--- src/rtl/imem_loader.sv ---
// rtl/imem_loader.sv - loads a length-prefixed little-endian byte stream into instruction memory while the core is stalled
// Optional opcode screening of each word before it is written: define IMEM_LOADER_OPCODE_CHECK_EN.
module imem_loader #(
   parameter int ADDR_W    = 8,
   parameter int MAX_WORDS = 256
) (
   input  logic              clk,
   input  logic              rst_n,
   input  logic              start,
   input  logic [7:0]        byte_in,
   input  logic              byte_valid,
   output logic              byte_ready,
   output logic              imem_we,
   output logic [ADDR_W-1:0] imem_addr,
   output logic [31:0]       imem_wdata,
   output logic              core_stall,
   output logic              done,
   output logic              error,
   output logic [ADDR_W:0]   words_loaded
);

   typedef enum logic [2:0] {IDLE, LEN0, LEN1, DATA, WRITE, DONE, ERR} state_t;

   state_t      state, state_nxt;
   logic [15:0] len;
   logic [15:0] len_full;
   logic [31:0] word;
   logic [1:0]  lane;
   logic        done_q;
   logic        xfer;
   logic        more;
   logic        word_ok;
   logic        restart;

   assign xfer     = byte_valid && byte_ready;
   assign len_full = {byte_in, len[7:0]};
   assign more     = (32'(words_loaded) + 32'd1) < 32'(len);
   assign restart  = start && (state == IDLE || state == DONE || state == ERR);

`ifdef IMEM_LOADER_OPCODE_CHECK_EN
   // Accept only 32-bit encodings whose major opcode is one the core implements.
   always_comb begin
      word_ok = 1'b0;
      if (word[1:0] == 2'b11) begin
         case (word[6:2])
            5'b01100, 5'b00000, 5'b01000, 5'b11000, 5'b01101, 5'b00101,
            5'b11011, 5'b11001, 5'b00100, 5'b00011, 5'b11100: word_ok = 1'b1;
            default: word_ok = 1'b0;
         endcase
      end
   end
`else
   assign word_ok = 1'b1;
`endif

   always_comb begin
      state_nxt  = state;
      byte_ready = 1'b0;
      imem_we    = 1'b0;
      core_stall = 1'b1;
      case (state)
         IDLE: begin
            if (start) state_nxt = LEN0;
         end
         LEN0: begin
            byte_ready = 1'b1;
            if (byte_valid) state_nxt = LEN1;
         end
         LEN1: begin
            byte_ready = 1'b1;
            if (byte_valid) begin
               if (len_full == 16'd0)                 state_nxt = DONE;
               else if (32'(len_full) > MAX_WORDS)    state_nxt = ERR;
               else                                   state_nxt = DATA;
            end
         end
         DATA: begin
            byte_ready = 1'b1;
            if (byte_valid && lane == 2'd3) state_nxt = WRITE;
         end
         WRITE: begin
            if (!word_ok) begin
               state_nxt = ERR;
            end else begin
               imem_we   = 1'b1;
               state_nxt = more ? DATA : DONE;
            end
         end
         DONE: begin
            core_stall = 1'b0;
            if (start) state_nxt = LEN0;
         end
         ERR: begin
            core_stall = 1'b0;
            if (start) state_nxt = LEN0;
         end
         default: state_nxt = IDLE;
      endcase
   end

   always_ff @(posedge clk or negedge rst_n) begin
      if (!rst_n) begin
         state        <= IDLE;
         len          <= 16'd0;
         word         <= 32'd0;
         lane         <= 2'd0;
         words_loaded <= '0;
         done_q       <= 1'b0;
      end else begin
         state  <= state_nxt;
         done_q <= (state_nxt == DONE) && (state != DONE);
         if (restart) begin
            words_loaded <= '0;
            lane         <= 2'd0;
            len          <= 16'd0;
         end
         if (xfer) begin
            case (state)
               LEN0:    len[7:0]  <= byte_in;
               LEN1:    len[15:8] <= byte_in;
               DATA: begin
                  word[{lane, 3'b000} +: 8] <= byte_in;
                  lane                      <= lane + 2'd1;
               end
               default: ;
            endcase
         end
         if (imem_we) words_loaded <= words_loaded + (ADDR_W+1)'(1);
      end
   end

   // Address comes straight from the word count, so N = 2^ADDR_W ends at the top address without wrapping.
   assign imem_addr  = words_loaded[ADDR_W-1:0];
   assign imem_wdata = word;
   assign done       = done_q;
   assign error      = (state == ERR);

endmodule

--- config.mk ---
export PLATFORM = sky130hd
export DESIGN_NAME = imem_loader
export DESIGN_NICKNAME = d
export VERILOG_FILES = /design/src/rtl/imem_loader.sv
export SDC_FILE = /design/constraint.sdc
export NUM_CORES = 1
export LEC_CHECK = 0
export ABC_CLOCK_PERIOD_IN_PS = 2300
export CORE_MARGIN = 1
export CORE_UTILIZATION = 30
export DETAILED_ROUTE_END_ITERATION = 8
export PLACE_DENSITY = 0.59
export SETUP_SLACK_MARGIN = 0.4
export SLEW_MARGIN = 20
export SYNTH_ARGS = -nofsm -noshare
export SYNTH_HDL_FRONTEND = slang
export SYNTH_SLANG_ARGS = --single-unit
--- constraint.sdc ---
create_clock -name clk -period 2.3 [get_ports clk]
set_input_delay 0.345 -clock clk [delete_from_list [all_inputs] [get_ports clk]]
set_output_delay 0.345 -clock clk [all_outputs]
set_load 0.02 [all_outputs]
==> out/metrics.yaml <==
run_status:
  status: "completed"
place:
  gp_congestion: 0.784
  place_inst: 570
  dp_slack_ns: 0.0341
  place_hpwl_um: 6300
  numPortBuffers: 65
timing:
  fin_worst_skew_ns: 0.0105
  setup_violations: 0
  setup_slack_ns: 0.0760
  tns_ns: 0
  rsz0062_at_grt: "true"
  tightest_slew_ns: 0.572
  maxSlewViolCount: 0
  period_minus_slack_ns: 2.22
  fmax_ghz: 0.450
  whs_ns: 0.462
  slew_headroom: 0.619
  hold_viol: 0
  period_share: 0.967
routing:
  final_antenna_net_count: 0
  wl_um: 8790
  first_pass_iters: 5
  dr.first_iter.drc_count: 105
  wl_per_cell_um: 14.7
  route.detailed.drc: 0
  via_per_inst: 4.79
  vias: 2861
pwr:
  pwr-share-seq: 0.331
  powerDensity_nw_per_um2: 1010
  p_leak_nw: 2.15
  power_mw: 4.73
  pwr-share-comb: 0.430
  p_switching_mw: 1.78
  swShare: 0.377
  p_int_mw: 2.95
  clkPwrFrac: 0.239
  ir_worst_vdd_v: 0.000511
grt:
  grt_usage: 0.170
  grt_pass1_vias: 2969
  grt_max_degree: 26
  grt_antenna_before_repair: 0
  gr-total-overflow: 0
  grt_pass1_wl_um: 14900
run:
  maxCapViolCount: 0
die:
  initial_core_util: 0.315
  row_count: 37
  fp.dieW_um: 107
  die_y_um: 107
  die_area_um2: 11400
  io_pins: 66
  core_area_um2: 10500
worst_hold_path:
  hp-class: "input pin to asynchronous set/reset pin"
cts:
  root_buffer: "clkbuf_8"
  cts_tree: "yes"
  cts.sinks: 63
  htreeDepth: 3
  clock_path_buffers: 2
  cts_buffers: 9
  clk_latency_ns: 0.35
  clkTransAtPathRegs_ns: 0.08
synth:
  synth_edf_count: 0
  ys.flop_type: "dfrtp_1"
  synth_cell_type_count: 43
  ys_seq_area_frac: 0.477
  synth_warnings: 0
  synthCells: 364
  syn_area_um2: 3310
  synth.avg_cell_area_um2: 9.08
  synth-seq-cells: 63
  syn_nets: 391
  async_reset_ff_frac: 1.00
worst_setup_path:
  crit_chain: "ha_4, nand2_4, nor2_4, nand3_2, xnor2_2, ha_1, o21a_1, o211ai_1, a31oi_2, buf_4, nand3_4, a31oi_4"
  cp.arrival_ns: 2.50
  crit_path_max_fanout: 3
  required_ns: 2.57
  worstSetupEndpointType: "flop"
  cp_num_buf_inv: 1
  crit_family: "compound AO/OA/AOI/OAI gates"
  path_class: "flop to flop"
  slowest_stage: "dfrtp_2"
  crit_path_max_incr_delay_ns: 0.42
  startpoint_type: "flop"
cells_and_area:
  antenna_cells: 0
  areaGrowthSynthToFinish_pct: 41.1
  final_net_count: 483
  drive_gt1_frac: 0.223
  fin_cells: 597
==> routing by layer <==
layer	up-vias	wire length [um]	GRT usage
li1	1404	-	-
met4	0	144	0.0675
met1	1360	4020	0.218
met3	16	416	0.0365
met2	81	4210	0.277
met5	-	0	0
==> final timing paths <==
path	cells after the start	from	to	slack (ns)
setup / recovery	12	words_loaded[0]	done	0.08
hold / removal	2	rst_n	imem_wdata[14]	0.46
setup reg to reg	12	words_loaded[0]	done	0.08
hold reg to reg	2	imem_wdata[14]	imem_wdata[14]	0.48
max in group asynchronous	3	rst_n	words_loaded[3]	1.11
min in group clk	2	imem_wdata[14]	imem_wdata[14]	0.48
==> worst reg2reg max path, delay by kind of cell, from the launching register on <==
| kind | cells | cell delay, ns |
|---|---|---|
| adder cells (fa/ha/maj) | 2 | 0.44 |
| XOR/XNOR | 1 | 0.16 |
| AND/OR/NAND/NOR | 4 | 0.35 |
| flip-flops | 1 | 0.42 |
| AO/OA/AOI/OAI | 4 | 0.62 |
| buffers and inverters | 1 | 0.15 |
==> cells by family (layout without fill, tap and decap cells) <==
family,after synthesis,after routing,synth area share
flip-flops,63,63,0.477
buffers and inverters,37,134,0.0583
XOR/XNOR,8,8,0.0212
AND/OR/NAND/NOR,156,156,0.204
adder cells (fa/ha/maj),15,15,0.0568
AO/OA/AOI/OAI,80,80,0.168
multiplexers,5,5,0.0155
==> layout by cell type (no fill, tap or decap), types with 3 or more instances in the layout <==
master             n
xnor2_1            4
o31ai_2           10
nor2_1             7
nor3b_1            4
nand3_1            6
dfrtp_1           55
nand2_2            3
o21ai_1            3
ha_1              14
and2_1             3
o2bb2ai_1          3
clkbuf_8          11
nor4_1             4
dlymetal6s2s_1     9
clkdlybuf4s50_1   52
dfrtp_2            8
inv_1             15
nand3_2            4
buf_4             36
mux2i_1            4
nor3_1             4
o21ai_0           43
nand2_1          106
==> power groups by stage <==
stage	registers, mW	logic (mW)	clock network [mW]
after floorplan	1.65	1.09	0
after global placement	1.58	1.81	0
after detailed placement	1.59	1.84	0
after CTS	1.57	1.97	1.15
after global routing	1.60	2.26	1.20
final	1.57	2.03	1.13
==> Yosys cell counts, types with 2 or more instances <==
master       n  area share
a211oi_1     2      0.0045
and2_1       3      0.0057
o2bb2ai_1    3      0.0079
nor3_1       4      0.0061
buf_2        7       0.011
a31oi_1      2      0.0038
nor2b_1      2      0.0038
o21ai_1      2      0.0030
xor2_1       3      0.0079
a21oi_1      3      0.0045
mux2i_1      4       0.012
ha_1        15       0.057
a21o_1       2      0.0045
o21ai_0     44       0.067
nand2b_1     2      0.0038
nor2_1      10       0.011
a22o_1       2      0.0053
nand2_1    110        0.12
buf_4        8       0.018
dfrtp_1     63        0.48
buf_6        2      0.0068
o21a_4       2      0.0091
o31ai_2     10       0.038
inv_1       15       0.017
xnor2_1      5       0.013
clkbuf_1     5      0.0057
nand3_1     11       0.017
nor4_1       4      0.0076
nor3b_1      4      0.0091
o21a_1       2      0.0045
==> layout make-up <==
| class | instances | area [um2] |
|---|---|---|
| Clock buffer | 11 | 151 |
| Multi-Input combinational cell | 264 | 1670 |
| Sequential cell | 63 | 1590 |
| Fill cell | 1034 | 5840 |
| Timing Repair Buffer | 103 | 948 |
| Clock inverter | 5 | 80.1 |
| Inverter | 15 | 56.3 |
| Tap cell | 136 | 170 |
==> through the flow <==
step	cell area, um2	util
after floorplan	3350	-
after global placement	4230	0.402
after detailed placement	4230	0.402
after CTS	4600	0.438
after global routing	4660	0.444
final	4660	0.444
==> sequential cells by signal, summed over array words and instances (netlist names) <==
name / count
state: 3
len: 16
imem_wdata: 32
lane: 2
words_loaded: 9
done: 1
==> timing repair <==
item	CTS	global route
resized for setup	24	20
buffers inserted	8	2
hold endpoints to repair	18	0
hold buffers	1	0
setup endpoints to repair	7	30
pin swaps	10	5
Note: power is estimated with default switching activity, not from simulation.
